### src/rtl/alu_pkg.sv
// Shared ALU encodings, frame constants and the CRC-4 used to protect
// each request (operands plus opcode).
package alu_pkg;

    typedef enum logic [2:0] {
        OP_AND = 3'b000,
        OP_OR  = 3'b001,
        OP_ADD = 3'b100,
        OP_SUB = 3'b101
    } operation_t;

    localparam logic FRAME_DATA = 1'b0;
    localparam logic FRAME_CMD  = 1'b1;

    localparam int unsigned N_DATA_FRAMES_DEF = 8;
    localparam int unsigned BYTE_W            = 8;
    localparam int unsigned WORD_W            = 32;
    localparam int unsigned OP_W              = 3;
    localparam int unsigned CRC_W             = 4;
    localparam int unsigned CRC_DATA_W        = 2 * WORD_W + 1 + OP_W;

    // CRC-4, polynomial x^4+x+1, data consumed MSB first.
    function automatic bit [CRC_W-1:0] crc4_calc(bit [CRC_DATA_W-1:0] d, bit [CRC_W-1:0] init);
        bit [CRC_W-1:0] c;
        bit             fb;
        c = init;
        for (int i = CRC_DATA_W - 1; i >= 0; i--) begin
            fb = c[CRC_W-1] ^ d[i];
            c  = {c[CRC_W-2:0], 1'b0} ^ (fb ? 4'b0011 : 4'b0000);
        end
        return c;
    endfunction

endpackage

### src/rtl/alu_frame_rx.sv
// Serial frame receiver: start, type, 8 payload bits MSB first, stop.
// Strobes are combinational in the stop-bit cycle so the consumer can
// register its response one cycle after the stop bit.
module alu_frame_rx
    import alu_pkg::*;
(
    input  logic              clk,
    input  logic              rst,
    input  logic              sin,
    output logic [BYTE_W-1:0] data_byte,
    output logic              is_cmd,
    output logic              byte_valid_c,
    output logic              frame_err_c
);

    localparam int unsigned BIT_CNT_W = $clog2(BYTE_W);

    typedef enum logic [1:0] {
        ST_IDLE,
        ST_TYPE,
        ST_PAYLOAD,
        ST_STOP
    } rx_state_t;

    rx_state_t            state;
    logic [BIT_CNT_W-1:0] bit_cnt;

    always_ff @(posedge clk) begin
        if (rst) begin
            state     <= ST_IDLE;
            bit_cnt   <= '0;
            data_byte <= '0;
            is_cmd    <= 1'b0;
        end else begin
            case (state)
                ST_IDLE: begin
                    if (!sin) state <= ST_TYPE;
                end
                ST_TYPE: begin
                    is_cmd  <= sin;
                    bit_cnt <= '0;
                    state   <= ST_PAYLOAD;
                end
                ST_PAYLOAD: begin
                    data_byte <= {data_byte[BYTE_W-2:0], sin};
                    bit_cnt   <= bit_cnt + BIT_CNT_W'(1);
                    if (bit_cnt == BIT_CNT_W'(BYTE_W - 1)) state <= ST_STOP;
                end
                ST_STOP: begin
                    state <= ST_IDLE;
                end
                default: state <= ST_IDLE;
            endcase
        end
    end

    always_comb begin
        byte_valid_c = (state == ST_STOP) &&  sin;
        frame_err_c  = (state == ST_STOP) && !sin;
    end

endmodule

### src/rtl/alu_sin_deserializer.sv
// Reassembles {B,A} from DATA frames and decodes one checked request per
// CMD frame for the ALU core.
module alu_sin_deserializer
    import alu_pkg::*;
#(
    parameter int unsigned    N_DATA_FRAMES = N_DATA_FRAMES_DEF,
    parameter logic [CRC_W-1:0] CRC_INIT    = 4'h0
) (
    input  logic              clk,
    input  logic              rst,
    input  logic              sin,
    output logic [WORD_W-1:0] a_out,
    output logic [WORD_W-1:0] b_out,
    output logic [OP_W-1:0]   op_out,
    output logic              out_valid,
    output logic [2:0]        err_flags,
    output logic              frame_err
);

    localparam int unsigned CNT_MAX = N_DATA_FRAMES + 1;
    localparam int unsigned CNT_W   = $clog2(CNT_MAX + 1);

    logic [BYTE_W-1:0]   data_byte;
    logic                is_cmd;
    logic                byte_valid_c;
    logic                frame_err_c;
    logic [2*WORD_W-1:0] shift_reg;
    logic [CNT_W-1:0]    data_cnt;

    logic [OP_W-1:0]     cmd_op_c;
    logic [CRC_W-1:0]    cmd_crc_c;
    logic                err_data_c;
    logic                err_crc_c;
    logic                err_op_c;

    alu_frame_rx u_frame_rx (
        .clk          (clk),
        .rst          (rst),
        .sin          (sin),
        .data_byte    (data_byte),
        .is_cmd       (is_cmd),
        .byte_valid_c (byte_valid_c),
        .frame_err_c  (frame_err_c)
    );

    function automatic logic op_is_valid(logic [OP_W-1:0] op);
        case (op)
            OP_AND, OP_OR, OP_ADD, OP_SUB: return 1'b1;
            default:                       return 1'b0;
        endcase
    endfunction

    // CMD payload is {reserved, op[2:0], crc[3:0]}; checks use the current registers.
    always_comb begin
        cmd_op_c   = data_byte[6:4];
        cmd_crc_c  = data_byte[3:0];
        err_data_c = (data_cnt != CNT_W'(N_DATA_FRAMES));
        err_crc_c  = (cmd_crc_c != crc4_calc({shift_reg, 1'b1, cmd_op_c}, CRC_INIT));
        err_op_c   = !op_is_valid(cmd_op_c);
    end

    always_ff @(posedge clk) begin
        if (rst) begin
            shift_reg <= '0;
            data_cnt  <= '0;
            a_out     <= '0;
            b_out     <= '0;
            op_out    <= '0;
            err_flags <= '0;
            out_valid <= 1'b0;
            frame_err <= 1'b0;
        end else begin
            out_valid <= 1'b0;
            frame_err <= 1'b0;
            if (frame_err_c) begin
                frame_err <= 1'b1;
                data_cnt  <= '0;
            end else if (byte_valid_c) begin
                if (is_cmd == FRAME_CMD) begin
                    out_valid <= 1'b1;
                    a_out     <= shift_reg[WORD_W-1:0];
                    b_out     <= shift_reg[2*WORD_W-1:WORD_W];
                    op_out    <= cmd_op_c;
                    err_flags <= {err_data_c, err_crc_c, err_op_c};
                    data_cnt  <= '0;
                end else begin
                    shift_reg <= {shift_reg[2*WORD_W-BYTE_W-1:0], data_byte};
                    if (data_cnt != CNT_W'(CNT_MAX)) data_cnt <= data_cnt + CNT_W'(1);
                end
            end
        end
    end

endmodule

### config.mk
export PLATFORM = sky130hd
export DESIGN_NAME = alu_sin_deserializer
export DESIGN_NICKNAME = d
export VERILOG_FILES = /design/src/rtl/alu_pkg.sv /design/src/rtl/alu_frame_rx.sv /design/src/rtl/alu_sin_deserializer.sv
export SDC_FILE = /design/constraint.sdc
export NUM_CORES = 1
export LEC_CHECK = 0
export ABC_AREA = 1
export BUFFER_PORTS_ARGS = -buffer_cell sky130_fd_sc_hd__buf_2
export CAP_MARGIN = 20
export CORE_MARGIN = 1.5
export CORE_UTILIZATION = 45
export DETAILED_ROUTE_END_ITERATION = 10
export PLACE_DENSITY_LB_ADDON = 0.08
export SKIP_CTS_REPAIR_TIMING = 1
export SYNTH_ARGS = -nofsm -noshare
export SYNTH_HDL_FRONTEND = slang
export SYNTH_SLANG_ARGS = --single-unit
### constraint.sdc
create_clock -name clk -period 4.96 [get_ports clk]
set_input_delay 0.496 -clock clk [delete_from_list [all_inputs] [get_ports clk]]
set_output_delay 0.496 -clock clk [all_outputs]
set_load 0.01 [all_outputs]
==> out/metrics.yaml, run 1 <==
status: "complete, but fails checks"
violations: "negative setup slack"
final.period_utilization: 1.20
io_pins: 75
min_period_ns: 5.95
stdcell_count: 1513
rsz0062_at_grt: "yes"
grt_overflow: 0
cp-start-kind: "flip-flop"
hold_viol: 0
n_fill_cell: 1630
worst-path-buf-inv: 8
placed_cells: 1475
pre_cts_ws_ns: -0.789
cts.reportedPaths.clkPinSlew_ns: 0.06
clock.fmax_ghz: 0.168
cts_root_buffer: "clkbuf_16"
grt_max_degree: 104
dpl-instance-area_um2: 8800
die_h_um: 136
drtAntennaViolNets: 0
setup_tns_ns: -0.985
fin_worst_skew_ns: 0.00929
ys_types: 24
critPathCaptureType: "flip-flop"
wl_um: 21600
ys_seq_area_frac: 0.385
synth-main-ff-cell: "dfxtp_1"
cts_sinks: 154
drt_iter0_drc: 469
place.gp.congestion: 0.861
syn_nets: 1198
yosysWarnings: 0
syn_area_um2: 8000
cpLargestDelayFamily: "simple AND/OR/NAND/NOR gates"
final_nets: 1289
clk_latency_ns: 0.43
antenna_found_initial: 0
wire_per_inst_um: 14.2
core_area_um2: 17400
drt-pass1-iter-count: 5
drv_cap: 0
holdCritPathClass: "primary input to flip-flop"
cpMostUsedCell: "nand2_4"
grt_first_pass_wirelength_um: 33600
cp_data_arrival_time_ns: 6.28
rows: 48
synth-seq-cells: 154
critPathRequiredTime_ns: 5.30
grt_pass1_vias: 6835
crit_slowest_cell: "dfxtp_4"
slowest_delay_ns: 0.36
relSlewSlack: 0.378
avgSynthCellArea_um2: 6.75
setup_viol: 1
dp_hpwl_um: 14600
drive_gt1_frac: 0.330
port_buffers: 74
htree_levels: 4
synth_edf_count: 0
numCtsBuffers: 17
area_delta_synth_final_pct: 28.4
antenna_cells: 0
start_util: 0.461
vias: 7839
grt_usage: 0.228
die_area_um2: 18600
cts_tree: "done"
seq_area_um2: 3100
multi_input_area_um2: 5230
largest_reg_flops: 64
vias_per_cell: 5.18
tightest_slew_ns: 0.933
finalInstanceArea_um2: 10300
finalWorstSetupSlack_ns: -0.985
synth_async_sr_flop_share: 0
clockBufferDepth: 2
die_w_um: 136
crit_fanout: 5
drv_slew: 0
crit_type: "flip-flop to flip-flop"
drc: 0
synthCells: 1185
## layout make-up
| class | count | share of cell area |
|---|---|---|
| Multi-Input combinational cell | 878 | 0.509 |
| Clock buffer | 21 | 0.0448 |
| Tap cell | 225 | 0.0274 |
| Clock inverter | 10 | 0.00937 |
| Inverter | 108 | 0.0408 |
| Timing Repair Buffer | 117 | 0.0678 |
| Sequential cell | 154 | 0.301 |
## per-layer routing
layer / up-vias / share of wire / GRT usage
li1: 4108 / - / -
met1: 3597 / 0.51 / 0.335
met2: 118 / 0.44 / 0.338
met3: 16 / 0.034 / 0.0444
met4: 0 / 0.010 / 0.0638
met5: - / 0 / 0
## worst register-to-register path, delay by kind of cell (launching register included)
kind | cells | cell delay, ns
xor gates and xnor gates | 1 | 0.12
buffers and inverters | 8 | 0.66
DFF | 1 | 0.36
and+or+nand+nor | 49 | 4.78
## cell usage after synthesis (2+ instances only)
library cell  number  share of area
nand2_1          279           0.13
dfxtp_1          154           0.39
nand3_1          148          0.093
o21ai_0          142          0.089
a21oi_1          132          0.083
inv_1             90          0.042
nand2_2           61          0.048
nor2_1            51          0.024
clkbuf_1          44          0.021
inv_2             17         0.0080
nand3_2           16          0.020
nand3b_1          13          0.012
ha_1              10          0.016
nand2_4           10          0.014
nor3_1             4         0.0025
xnor2_1            3         0.0033
a211oi_1           2         0.0019
nand4_1            2         0.0016
xor2_1             2         0.0022
## kinds of logic (layout without fill, tap and decap cells)
family          Yosys count  after routing  share of synthesized area
xor+xnor                  5              5                    0.00547
fa+ha+maj                10             10                     0.0156
simple gates            585            585                      0.347
flops                   154            154                      0.385
buf+inv                 153            256                     0.0718
compound gates          278            278                      0.175
## path summary, 6_finish.rpt
| path | endpoint | start | cells past startpoint | slack (ns) |
|---|---|---|---|---|
| worst min-delay path | op_out[1] | rst | 2 | 0.36 |
| worst max register to register | err_flags[1] | shift_reg[61] | 58 | -0.99 |
| worst max-delay path | err_flags[1] | shift_reg[61] | 58 | -0.99 |
| worst min register to register | op_out[1] | op_out[1] | 2 | 0.46 |
## through the flow
| stage | util | hold slack [ns] |
|---|---|---|
| floorplan | - | 0.446 |
| global placement | 0.507 | 0.450 |
| detailed placement | 0.507 | 0.455 |
| CTS | 0.539 | 0.357 |
| global route | 0.592 | 0.377 |
| finish | 0.592 | 0.362 |
## layout by cell type (no fill, tap or decap), drive strengths merged
cell	synthesis	routed
nand3b	14	14
nand3	164	164
xnor2	3	3
nand4	2	2
nor3	4	4
a21oi	132	132
clkbuf	44	21
nand2	350	350
clkinvlp	0	4
dfxtp	154	154
o21ai	142	142
o21a	1	1
bufinv	0	1
clkinv	1	7
ha	10	10
inv	107	106
xor2	2	2
a41oi	1	1
buf	1	117
a211oi	2	2
nor2	51	51
Power of run 1 is left out: the tool's default activity adds up to more than one toggle a clock period on the data nets, which glitch-free logic cannot reach.
==> run 2, diff against run 1 <==
--- a/config.mk
+++ b/config.mk
@@ -6,6 +6,7 @@
 export NUM_CORES = 1
 export LEC_CHECK = 0
 export ABC_AREA = 1
+export ABC_CLOCK_PERIOD_IN_PS = 5500
 export BUFFER_PORTS_ARGS = -buffer_cell sky130_fd_sc_hd__buf_2
 export CAP_MARGIN = 20
 export CORE_MARGIN = 1.5
==> constraint.sdc (replaced) <==
create_clock -name clk -period 5.5 [get_ports clk]
set_input_delay 0.55 -clock clk [delete_from_list [all_inputs] [get_ports clk]]
set_output_delay 0.55 -clock clk [all_outputs]
set_load 0.01 [all_outputs]
==> out/metrics.yaml, run 2 (synthesis results as in run 1) <==
status: "complete, but fails checks"  # unchanged
violations: "negative setup slack"  # unchanged
vias_per_cell: 5.17  # was 5.18
cts_tree: "done"  # unchanged
min_period_ns: 5.88  # was 5.95 ns
final_nets: 1276  # was 1289
setup.worst_path.start: "shift_reg[63]"  # was shift_reg[61]
drc: 0  # unchanged
crit_slowest_cell: "dfxtp_4"  # unchanged
rrSetupSlack_ns: -0.38  # was -0.99 ns
drive_gt1_frac: 0.292  # was 0.330
drt_iter0_drc: 423  # was 469
start_util: 0.461  # unchanged
cp-start-kind: "flip-flop"  # unchanged
finalInstanceArea_um2: 10000  # was 10300 um^2
cts_sinks: 154  # unchanged
setup_tns_ns: -0.384  # was -0.985 ns
dp_hpwl_um: 14300  # was 14600 um
crit_type: "flip-flop to flip-flop"  # unchanged
holdWs_ns: 0.409  # was 0.362 ns
clock.fmax_ghz: 0.170  # was 0.168 GHz
holdCritPathClass: "primary input to flip-flop"  # unchanged
numCtsBuffers: 17  # unchanged
crit_fanout: 6  # was 5
r2r-start: "shift_reg[63]"  # was shift_reg[61]
fin_worst_skew_ns: 0.0143  # was 0.00929 ns
cts.reportedPaths.clkPinSlew_ns: 0.07  # was 0.06 ns
setup_viol: 1  # unchanged
vias: 7756  # was 7839
grt_first_pass_wirelength_um: 32900  # was 33600 um
antenna_found_initial: 0  # unchanged
grt_pass1_vias: 6630  # was 6835
final.period_utilization: 1.07  # was 1.20
die_h_um: 136  # unchanged
rows: 48  # unchanged
grt_usage: 0.224  # was 0.228
place.gp.congestion: 0.874  # was 0.861
drt-pass1-iter-count: 5  # unchanged
hold_viol: 0  # unchanged
slowest_delay_ns: 0.38  # was 0.36 ns
rsz0062_at_grt: "yes"  # unchanged
wire_per_inst_um: 14.1  # was 14.2 um
grt_overflow: 0  # unchanged
antenna_cells: 0  # unchanged
io_pins: 75  # unchanged
relSlewSlack: 0.327  # was 0.378
placed_cells: 1463  # was 1475
stdcell_count: 1501  # was 1513
port_buffers: 74  # unchanged
clockBufferDepth: 2  # unchanged
wl_um: 21100  # was 21600 um
cp_data_arrival_time_ns: 6.22  # was 6.28 ns
die_w_um: 136  # unchanged
tightest_slew_ns: 1.01  # was 0.933 ns
largest_reg_flops: 64  # unchanged
final_common_cell: "nand2_1"  # unchanged
rr_endpoint: "err_flags[1]"  # unchanged
drv_slew: 0  # unchanged
final_cell_mix: "207 x nand2_1, 148 x dfxtp_1, 142 x o21ai_0, 132 x a21oi_1, 114 x nand2_2"  # was 182 x nand2_1, 149 x dfxtp_1, 142 x o21ai_0, 132 x a21oi_1, 123 x nand2_2
htree_levels: 4  # unchanged
grt_max_degree: 121  # was 104
critPathCaptureType: "flip-flop"  # unchanged
drtAntennaViolNets: 0  # unchanged
r2r_cells: 66  # was 58
clk_latency_ns: 0.43  # about the same
crit_end: "err_flags[1]"  # unchanged
cpMostUsedCell: "nand2_2"  # was nand2_4
drv_cap: 0  # unchanged
die_area_um2: 18600  # unchanged
min_path_cells: 2  # unchanged
area_delta_synth_final_pct: 25.0  # was 28.4%
dpl-instance-area_um2: 8680  # was 8800 um^2
core_area_um2: 17400  # unchanged
n_fill_cell: 1649  # was 1630
critPathRequiredTime_ns: 5.84  # was 5.30 ns
cts_root_buffer: "clkbuf_16"  # unchanged
finalWorstSetupSlack_ns: -0.384  # was -0.985 ns
## run 2: critical path, delay by kind of cell, from the launching register on
kind	cells	cell delay [ns]
simple gates	56	4.68
buf+inv	10	0.71
flops	1	0.38
## run 2: worst min-delay path by stage
| stage | end | from | slack [ns] |
|---|---|---|---|
| 2_1_floorplan | u_frame_rx.bit_cnt[0] | u_frame_rx.bit_cnt[0] | 0.45 |
| 6_report | op_out[1] | rst | 0.41 |
| 3_5_place_dp | op_out[1] | op_out[1] | 0.45 |
| 5_1_grt | u_frame_rx.bit_cnt[1] | rst | 0.42 |
| 3_3_place_gp | op_out[1] | op_out[1] | 0.45 |
| 4_1_cts | op_out[1] | rst | 0.39 |
## run 2: cell type report
class	count	area, um^2	share of cell area
clock buffers	20	467	0.0466
clock inverters	12	184	0.0184
inverters	108	417	0.0416
multi-input cells	878	4960	0.496
flip-flops and latches	154	3100	0.310
well taps	225	282	0.0281
repair buffers	104	596	0.0595
## run 2: metal layers
metal / vias to the layer above / global-route usage / wire length, um
li1: 4071 / - / -
met1: 3517 / 0.331 / 10900
met2: 145 / 0.323 / 9100
met3: 23 / 0.0500 / 902
met4: 0 / 0.0615 / 263
met5: - / 0 / 0
## run 2: through the flow
step | setup slack (ns) | utilization
floorplan | 0.485 | -
global placement | -0.364 | 0.500
detailed placement | -0.364 | 0.500
CTS | -0.429 | 0.538
global route | -0.991 | 0.577
finish | -0.384 | 0.577
Power of run 2 is left out for the same reason.
